--- src/rtl/spi_pkg.sv ---
// Shared definitions for the SPI target.
// Holds the serial phase convention, the default word width and fill
// pattern, the synchroniser depth, the minimum SCLK half-period in clk
// cycles, and the target state encoding.
package spi_pkg;

  // Serial phase convention: SCLK idles high, sample on the rising edge.
  localparam int unsigned CPOL = 1;
  localparam int unsigned CPHA = 1;

  // Default word geometry.
  localparam int unsigned DEF_WIDTH = 8;
  localparam logic [DEF_WIDTH-1:0] DEF_FILL = '1;

  // Default synchroniser depth; legal values are 2 and 3.
  localparam int unsigned DEF_SYNC_STAGES = 2;

  // Shortest SCLK half-period, in clk cycles, that the target can follow.
  function automatic int unsigned min_half_period(input int unsigned sync_stages);
    return sync_stages + 4;
  endfunction

  localparam int unsigned SCLK_HALF_MIN = min_half_period(DEF_SYNC_STAGES);

  // Transaction state of the target.
  typedef enum logic {
    ST_IDLE   = 1'b0,
    ST_ACTIVE = 1'b1
  } spi_state_t;

endpackage

--- src/rtl/spi_sync_edge.sv ---
// Input synchroniser with registered edge detection.
// A STAGES-deep flop chain brings an asynchronous pin into the clk domain;
// one further registered copy of the last stage is compared against it to
// produce single-cycle, registered rise and fall pulses.
//
// Ports:
//   clk    system clock
//   reset  synchronous active-low reset
//   din    asynchronous pin
//   level  synchronised pin level
//   rise   one-cycle pulse on a synchronised 0->1 transition
//   fall   one-cycle pulse on a synchronised 1->0 transition
module spi_sync_edge #(
  parameter int unsigned STAGES  = 2,
  parameter logic        RST_VAL = 1'b1
) (
  input  logic clk,
  input  logic reset,
  input  logic din,
  output logic level,
  output logic rise,
  output logic fall
);

  logic [STAGES-1:0] sync;
  logic              prev;

  // Synchroniser chain, delayed copy and registered edge pulses.
  always_ff @(posedge clk) begin
    if (!reset) begin
      sync <= {STAGES{RST_VAL}};
      prev <= RST_VAL;
      rise <= 1'b0;
      fall <= 1'b0;
    end else begin
      sync <= {sync[STAGES-2:0], din};
      prev <= sync[STAGES-1];
      rise <= sync[STAGES-1] & ~prev;
      fall <= ~sync[STAGES-1] & prev;
    end
  end

  assign level = sync[STAGES-1];

endmodule

--- src/rtl/spi_target.sv ---
// SPI target (CPOL=1, CPHA=1, MSB first) oversampled on the system clock.
// Deserialises MOSI into rx_data and serialises a buffered transmit word
// onto MISO; FILL is sent whenever no transmit word is buffered.
//
// Ports:
//   clk, reset          system clock, synchronous active-low reset
//   sclk, cs_n, mosi    serial pins from the master (asynchronous)
//   miso, miso_oe       serial data to the master and its pad enable
//   tx_data, tx_load    transmit word and its write strobe
//   tx_ready            transmit buffer empty
//   tx_underrun         pulse: FILL was loaded because the buffer was empty
//   rx_data, rx_valid   last received word and its unread flag
//   rx_ack              consumer has read rx_data
//   rx_overrun          pulse: a word completed while rx_valid was unread
//   busy                a transaction is in progress
module spi_target
  import spi_pkg::*;
#(
  parameter int unsigned       WIDTH       = DEF_WIDTH,
  parameter logic [WIDTH-1:0]  FILL        = '1,
  parameter int unsigned       SYNC_STAGES = DEF_SYNC_STAGES
) (
  input  logic             clk,
  input  logic             reset,
  input  logic             sclk,
  input  logic             cs_n,
  input  logic             mosi,
  output logic             miso,
  output logic             miso_oe,
  input  logic [WIDTH-1:0] tx_data,
  input  logic             tx_load,
  output logic             tx_ready,
  output logic             tx_underrun,
  output logic [WIDTH-1:0] rx_data,
  output logic             rx_valid,
  input  logic             rx_ack,
  output logic             rx_overrun,
  output logic             busy
);

  localparam int unsigned      CNT_W    = (WIDTH > 1) ? $clog2(WIDTH) : 1;
  localparam logic [CNT_W-1:0] LAST_BIT = CNT_W'(WIDTH - 1);

  // Synchronised pins and edge pulses.
  logic sclk_level;
  logic sclk_rise;
  logic sclk_fall;
  logic cs_level;
  logic cs_rise;
  logic cs_fall;
  logic [SYNC_STAGES-1:0] mosi_sync;
  logic mosi_s;

  // Core state.
  spi_state_t       state;
  logic [CNT_W-1:0] bit_cnt;
  logic [WIDTH-2:0] rx_shift;
  logic [WIDTH-2:0] tx_shift;
  logic [WIDTH-1:0] tx_buf;
  logic             first_bit;
  logic             armed;

  // Per-cycle decisions.
  logic             start_c;
  logic             rx_edge_c;
  logic             tx_edge_c;
  logic             reload_c;
  logic [WIDTH-1:0] next_word_c;
  logic [WIDTH-1:0] rx_word_c;

  // SCLK synchroniser; resets to the idle level so no edge appears.
  spi_sync_edge #(
    .STAGES  (SYNC_STAGES),
    .RST_VAL (1'(CPOL))
  ) u_sclk_sync (
    .clk   (clk),
    .reset (reset),
    .din   (sclk),
    .level (sclk_level),
    .rise  (sclk_rise),
    .fall  (sclk_fall)
  );

  // CS_n synchroniser resets to "selected": a high pin after reset then
  // shows up as a rising edge, which is what arms the target.
  spi_sync_edge #(
    .STAGES  (SYNC_STAGES),
    .RST_VAL (1'b0)
  ) u_cs_sync (
    .clk   (clk),
    .reset (reset),
    .din   (cs_n),
    .level (cs_level),
    .rise  (cs_rise),
    .fall  (cs_fall)
  );

  // MOSI only needs the level; it is stable long before the sampling edge.
  always_ff @(posedge clk) begin
    if (!reset) begin
      mosi_sync <= '0;
    end else begin
      mosi_sync <= {mosi_sync[SYNC_STAGES-2:0], mosi};
    end
  end

  assign mosi_s = mosi_sync[SYNC_STAGES-1];

  // Edge qualification; a CS_n rise masks any SCLK edge in the same cycle.
  // The first SCLK fall of a frame does not move data: the MSB was already
  // driven when CS_n fell.
  always_comb begin
    start_c     = (state == ST_IDLE) && armed && cs_fall;
    rx_edge_c   = (state == ST_ACTIVE) && !cs_rise && sclk_rise;
    tx_edge_c   = (state == ST_ACTIVE) && !cs_rise && sclk_fall && !first_bit;
    reload_c    = start_c || (tx_edge_c && (bit_cnt == '0));
    next_word_c = tx_ready ? FILL : tx_buf;
    rx_word_c   = {rx_shift, mosi_s};
  end

  // Transaction FSM, shift registers, transmit buffer and status outputs.
  always_ff @(posedge clk) begin
    if (!reset) begin
      state       <= ST_IDLE;
      busy        <= 1'b0;
      miso        <= 1'b1;
      miso_oe     <= 1'b0;
      tx_ready    <= 1'b1;
      tx_underrun <= 1'b0;
      rx_data     <= '0;
      rx_valid    <= 1'b0;
      rx_overrun  <= 1'b0;
      bit_cnt     <= '0;
      rx_shift    <= '0;
      tx_shift    <= '0;
      tx_buf      <= '0;
      first_bit   <= 1'b0;
      armed       <= 1'b0;
    end else begin
      tx_underrun <= 1'b0;
      rx_overrun  <= 1'b0;

      // A transaction may only begin after CS_n has been seen high.
      if (cs_rise) begin
        armed <= 1'b1;
      end

      if (rx_ack) begin
        rx_valid <= 1'b0;
      end

      // Transmit path: word-boundary reload or single-bit shift.
      if (reload_c) begin
        miso     <= next_word_c[WIDTH-1];
        tx_shift <= next_word_c[WIDTH-2:0];
        if (tx_ready) begin
          tx_underrun <= 1'b1;
        end else begin
          tx_ready <= 1'b1;
        end
      end else if (tx_edge_c) begin
        miso     <= tx_shift[WIDTH-2];
        tx_shift <= tx_shift << 1;
      end

      // Buffer write uses the pre-reload tx_ready, so a load that meets an
      // empty-buffer reload is kept for the following word.
      if (tx_load && tx_ready) begin
        tx_buf   <= tx_data;
        tx_ready <= 1'b0;
      end

      case (state)
        ST_IDLE: begin
          if (start_c) begin
            state     <= ST_ACTIVE;
            busy      <= 1'b1;
            miso_oe   <= 1'b1;
            bit_cnt   <= '0;
            first_bit <= 1'b1;
          end
        end

        ST_ACTIVE: begin
          if (cs_rise) begin
            // Partial receive words are dropped; tx_buf is left untouched.
            state   <= ST_IDLE;
            busy    <= 1'b0;
            miso_oe <= 1'b0;
            miso    <= 1'b1;
            bit_cnt <= '0;
          end else if (rx_edge_c) begin
            first_bit <= 1'b0;
            rx_shift  <= rx_word_c[WIDTH-2:0];
            if (bit_cnt == LAST_BIT) begin
              bit_cnt  <= '0;
              rx_data  <= rx_word_c;
              rx_valid <= 1'b1;
              if (rx_valid && !rx_ack) begin
                rx_overrun <= 1'b1;
              end
            end else begin
              bit_cnt <= bit_cnt + CNT_W'(1);
            end
          end
        end

        default: begin
          state <= ST_IDLE;
        end
      endcase
    end
  end

endmodule

--- config.mk ---
export PLATFORM = sky130hd
export DESIGN_NAME = spi_target
export DESIGN_NICKNAME = d
export VERILOG_FILES = /design/src/rtl/spi_pkg.sv /design/src/rtl/spi_sync_edge.sv /design/src/rtl/spi_target.sv
export SDC_FILE = /design/constraint.sdc
export NUM_CORES = 1
export LEC_CHECK = 0
export BUFFER_PORTS_ARGS = -buffer_cell sky130_fd_sc_hd__buf_4
export CAP_MARGIN = 20
export CELL_PAD_IN_SITES_DETAIL_PLACEMENT = 1
export CELL_PAD_IN_SITES_GLOBAL_PLACEMENT = 1
export CORE_ASPECT_RATIO = 0.75
export CORE_MARGIN = 1
export CORE_UTILIZATION = 45
export DETAILED_ROUTE_END_ITERATION = 12
export PLACE_DENSITY = 0.87
export SETUP_SLACK_MARGIN = 0.3
export SYNTH_ARGS = -nofsm -noshare
export SYNTH_HDL_FRONTEND = slang
export SYNTH_HIERARCHICAL = 1
export SYNTH_SLANG_ARGS = --single-unit
export TNS_END_PERCENT = 50
--- constraint.sdc ---
create_clock -name clk -period 3.79 [get_ports clk]
set_input_delay 0.758 -clock clk [delete_from_list [all_inputs] [get_ports clk]]
set_output_delay 0.758 -clock clk [all_outputs]
set_load 0.01 [all_outputs]
-- After elaboration in Yosys (flattened, before gate mapping)
Index checks and enable logic that the tools add are counted.
- register bits: 54
- input port bits: 15
- logic and storage cells: 96
- output and inout bits: 15
- bitwise logic cells: 13
- reductions and logical operators: 23
- mux-type cells: 30
- eq/ne operators: 6
- add/sub/neg operators: 1
- operator list (operator ; number):
    $mux W1 ; 19
    $mux W7 ; 2
    $mux W3 ; 4
    $logic_and A1 B1 Y1 ; 9
    $not A1 Y1 ; 9
    $mux W8 ; 1
    $pmux W1 S2 ; 3
    $pmux W3 S2 ; 1
    $reduce_and A2 Y1 ; 3
    $reduce_and A3 Y1 ; 2
    $reduce_or A5 Y1 ; 1
    $and A1 B1 Y1 ; 4
    $ne A2 B1 Y1 const B ; 2
    $ne A2 B2 Y1 const B ; 2
    $reduce_and A4 Y1 ; 1
    $reduce_bool A2 Y1 ; 2
    $add A3 B1 Y3 const B ; 1
    $eq A3 B3 Y1 const B ; 1
    $logic_not A1 Y1 ; 3
    $logic_not A3 Y1 ; 1
    $ne A3 B1 Y1 const B ; 1
    $logic_or A1 B1 Y1 ; 1

-- Longest topological paths before layout
- depth in word-level cells: 9
- mapped depth: 7

-- Modules after synthesis
The synthesis kept the hierarchy.
- by module, submodules not included (module ; area an instance (µm²) ; cells an instance ; instances):
    spi_target ; 1724.2 ; 200 ; 1
    spi_sync_edge at u_cs_sync ; 140.1 ; 10 ; 1
    spi_sync_edge at u_sclk_sync ; 136.4 ; 10 ; 1

-- Worst setup path after synthesis
OpenSTA, ideal clock, no wires.
- path type: flip-flop to flip-flop
- from: register bit_cnt[0]
- to: register tx_ready
- period minus slack after synthesis: 1393 ps
- setup slack: 2397 ps
- stages on the path, launching flop included: 8
- arrival time: 1267 ps
- cells stage by stage: dfxtp_1 -> inv_1 -> ha_1 -> nor2b_1 -> buf_2 -> a21oi_4 -> nor2b_1 -> o21ai_1
- word-level cells in the longest chain between the ends: 4
- ends and longest elaborated chain (what ; line ; source):
    start: declaration ; spi_target.sv:56 ; logic [CNT_W-1:0] bit_cnt;
    start signal: assignment ; spi_target.sv:203 ; bit_cnt <= bit_cnt + CNT_W'(1);
    $logic_not A3 Y1 ; spi_target.sv:116 ; reload_c = start_c || (tx_edge_c && (bit_cnt == '0));
    $logic_and A1 B1 Y1 ; spi_target.sv:116 ;
    $logic_or A1 B1 Y1 ; spi_target.sv:116 ;
    $reduce_bool A2 Y1 (no line) ; n/a ;
    end signal: assignment ; spi_target.sv:128 ; tx_ready <= 1'b1;
    end signal: assignment ; spi_target.sv:159 ; tx_ready <= 1'b1;
    end signal: assignment ; spi_target.sv:170 ; tx_ready <= 1'b0;
    end: declaration ; spi_target.sv:32 ; output logic tx_ready,
No other way between the ends.
A chain may end at the register's enable or synchronous reset.

-- Final worst setup path
- from: register tx_ready
- to: output port tx_ready
No word-level cell between the ends.

==> reports/summary.txt <==
Nets: 264
Placed cell area: 2230 um^2
Core ar.: 4150 um^2
Register area share after synthesis: 54.0%
Worst vdd ir: 0.233 mV
CP Capture Type: output pin
Endpoints failing setup: 0
Top cells by area, synth: dfxtp_1, nand2_1, a21oi_1, a21oi_2, nor3_1
Vias: 1580
Slowest-stage cell, CP: dfxtp_1
X dimension of the die: 79.0 um
HPWL after DPL: 3070 um
Area of the multi-input gates: 841 um^2
Final ANT Viol Nets: 0
Fill cells: 502
Total global-route track usage: 20.8%
Max-slew violation count: 0
Post-synth cell types: 34
Std-Cell Rows: 20
Die area: 4720 um^2
Height of the die: 59.7 um
Post-CTS Setup Bufs: 0
Final Skew: 0.0120 ns
Drt via density: 5.23
RSZ-0062 raised after global routing: no
Root buffer cell: clkbuf_8
CP Cell Sequence: buf_4
Final hold viol count: 0
Register area: 1080 um^2
Drt pass-1 iters: 4
Final instance area: 2340 um^2
Synth warn: 6
Clk sinks: 54
Leakage dissipation: 0.912 nW
Final Critical Period: 1.88 ns
Main flop type after synthesis: dfxtp_1
Routed len/inst: 14.2 um
WS Path Type: flop to output pin
P&R area growth vs syn: 17.0%
Ports: 30
Vias in the first global route: 1545
CTS tree: yes
Antenna violations before repair: 0
Clock Path Buffers: 2
Clk_lat worst skew: 0.31 ns
CP arrival: 1.12 ns
Total of max-cap violations: 0
First-pass GRT wire length: 7310 um
DR DRC count: 0
Crit path max-delay family: flip-flops
Outcome: complete, no violations
Largest net degree at the start of global routing: 24
Share of post-route cells with drive strength above 1: 21.1%
Gpl congestion: 0.734
Post-Syn Area per Cell: 9.09 um^2
Total wire length: 4290 um
PD cells: 426 nW/um^2
Final worst-path cycle share: 49.6%
PostCTS Resize Cnt: 0
Least-Margin Pin Slew: 0.686 ns
DR iter-0 viols: 113
CTS Buf Count: 5
CP max stage delay: 0.60 ns
Ant. Diodes: 0
Post-CTS Hold Buffers: 0
Req. time, crit path: 3.03 ns
CP bufs+invs: 1
Seq cells post-synth: 54
Initial Utilization: 48.2%
Grt total ovfl: 0
H-tree levels: 2
Max-slew headroom: 54.2%
Area leader, netlist: dfxtp_1
Netlist Area Pre-Place: 2000 um^2
Hold Path Class: flop to flop
CP max FO: 13
Gate Count Post-Synth: 220
Yosys top cell area share: 54.0%
Crit path launch type: flop
Clock-pin transition on the worst setup and hold timing paths: 0.10 ns
Ys async rst share: 0%
I/O Buffers: 29
EDFF count, synth: 0
Syn nets: 238
Setup TNS: 0 ns
FMAX: 0.532 GHz
==> layer usage <==
metal / track usage, % / vias to the layer above / share of wire [%]
met5: 0 / - / 0
met4: 9.35 / 0 / 1.9
met3: 4.58 / 8 / 3.6
met2: 35.3 / 28 / 48
met1: 25.5 / 752 / 46
li1: - / 792 / -
==> cells in the final DEF, fill, tap and decap left out, types with 2 or more instances in the layout <==
master	count
nand2_1	51
o32ai_1	4
a21oi_1	21
and2_2	3
ha_1	3
a21oi_2	8
nor2b_1	2
clkbuf_8	8
a22oi_1	2
nand3b_1	2
buf_4	30
nand2b_1	4
nor3_1	12
dfxtp_1	54
o21ai_0	2
and3b_1	6
and2_1	4
nor2_1	15
o311a_1	2
inv_1	3
==> through the flow <==
| step | util [%] | hold WS [ns] | cells | total power [mW] | setup WS [ns] |
|---|---|---|---|---|---|
| CTS | 56.4 | 0.420 | 302 | 1.01 | 1.91 |
| global placement | 53.7 | 0.388 | 294 | 0.641 | 1.98 |
| floorplan | - | 0.386 | 220 | 0.620 | 2.40 |
| finish | 56.4 | 0.414 | 302 | 0.998 | 1.91 |
| global route | 56.4 | 0.436 | 302 | 1.03 | 1.83 |
| detailed placement | 53.7 | 0.397 | 294 | 0.643 | 1.93 |
==> cell type report <==
| type | instances | area share (%) |
|---|---|---|
| flip-flops and latches | 54 | 46.2 |
| multi-input cells | 151 | 35.9 |
| repair buffers | 30 | 9.62 |
| clock buffers | 8 | 4.70 |
| well taps | 55 | 2.94 |
| inverters | 4 | 0.641 |
==> worst register-to-register path, cell delays in order, from the launching register on <==
cell     delay [ns]
dfxtp_1        0.35
inv_1          0.07
ha_1           0.13
nor2b_1        0.56
a21oi_4        0.20
o311a_1        0.33
==> report_power, final <==
part / switching (mW) / internal, mW / leakage (nW)
clock: 0.184 / 0.185 / 0.0575
sequential: 0.00871 / 0.578 / 0.438
combinational: 0.0228 / 0.0197 / 0.416
==> final timing paths <==
kind	start	endpoint	slack, ns	cells past startpoint
setup / recovery	tx_ready$_SDFFE_PN1P_	tx_ready	1.91	1
hold / removal	u_sclk_sync/sync[0]$_SDFF_PN1_	u_sclk_sync/sync[1]$_SDFF_PN1_	0.41	1
setup reg to reg	bit_cnt[0]$_SDFFE_PN0P_	tx_shift[2]$_SDFFE_PN0P_	2.03	5
hold reg to reg	u_sclk_sync/sync[0]$_SDFF_PN1_	u_sclk_sync/sync[1]$_SDFF_PN1_	0.41	1
==> sequential cells by signal, indices dropped and copies added (netlist names), 2 cells and up <==
register and cells:
rx_shift 7, bit_cnt 3, rx_data 8, u_sclk_sync/sync 2, tx_shift 7, mosi_sync 2, u_cs_sync/sync 2, tx_buf 8
==> cells in the mapped netlist (2+ instances only) <==
library cell,instances
a21oi_1,21
a21oi_2,8
a22oi_1,2
and2_1,4
and2_2,3
and3b_1,6
buf_1,2
buf_2,3
buf_4,3
clkbuf_1,2
dfxtp_1,54
ha_1,3
inv_1,3
nand2_1,51
nand2b_1,4
nand3b_1,2
nor2_1,15
nor2b_1,2
nor3_1,12
o21ai_0,2
o311a_1,2
o32ai_1,4
==> cells by family after synthesis <==
logic type | synth area share, %
AND/OR/NAND/NOR | 25.1
flip-flops | 54.0
AO/OA/AOI/OAI | 15.0
buffers and inverters | 3.94
adder cells (fa/ha/maj) | 1.88
Note: power is estimated with default switching activity, not from simulation.
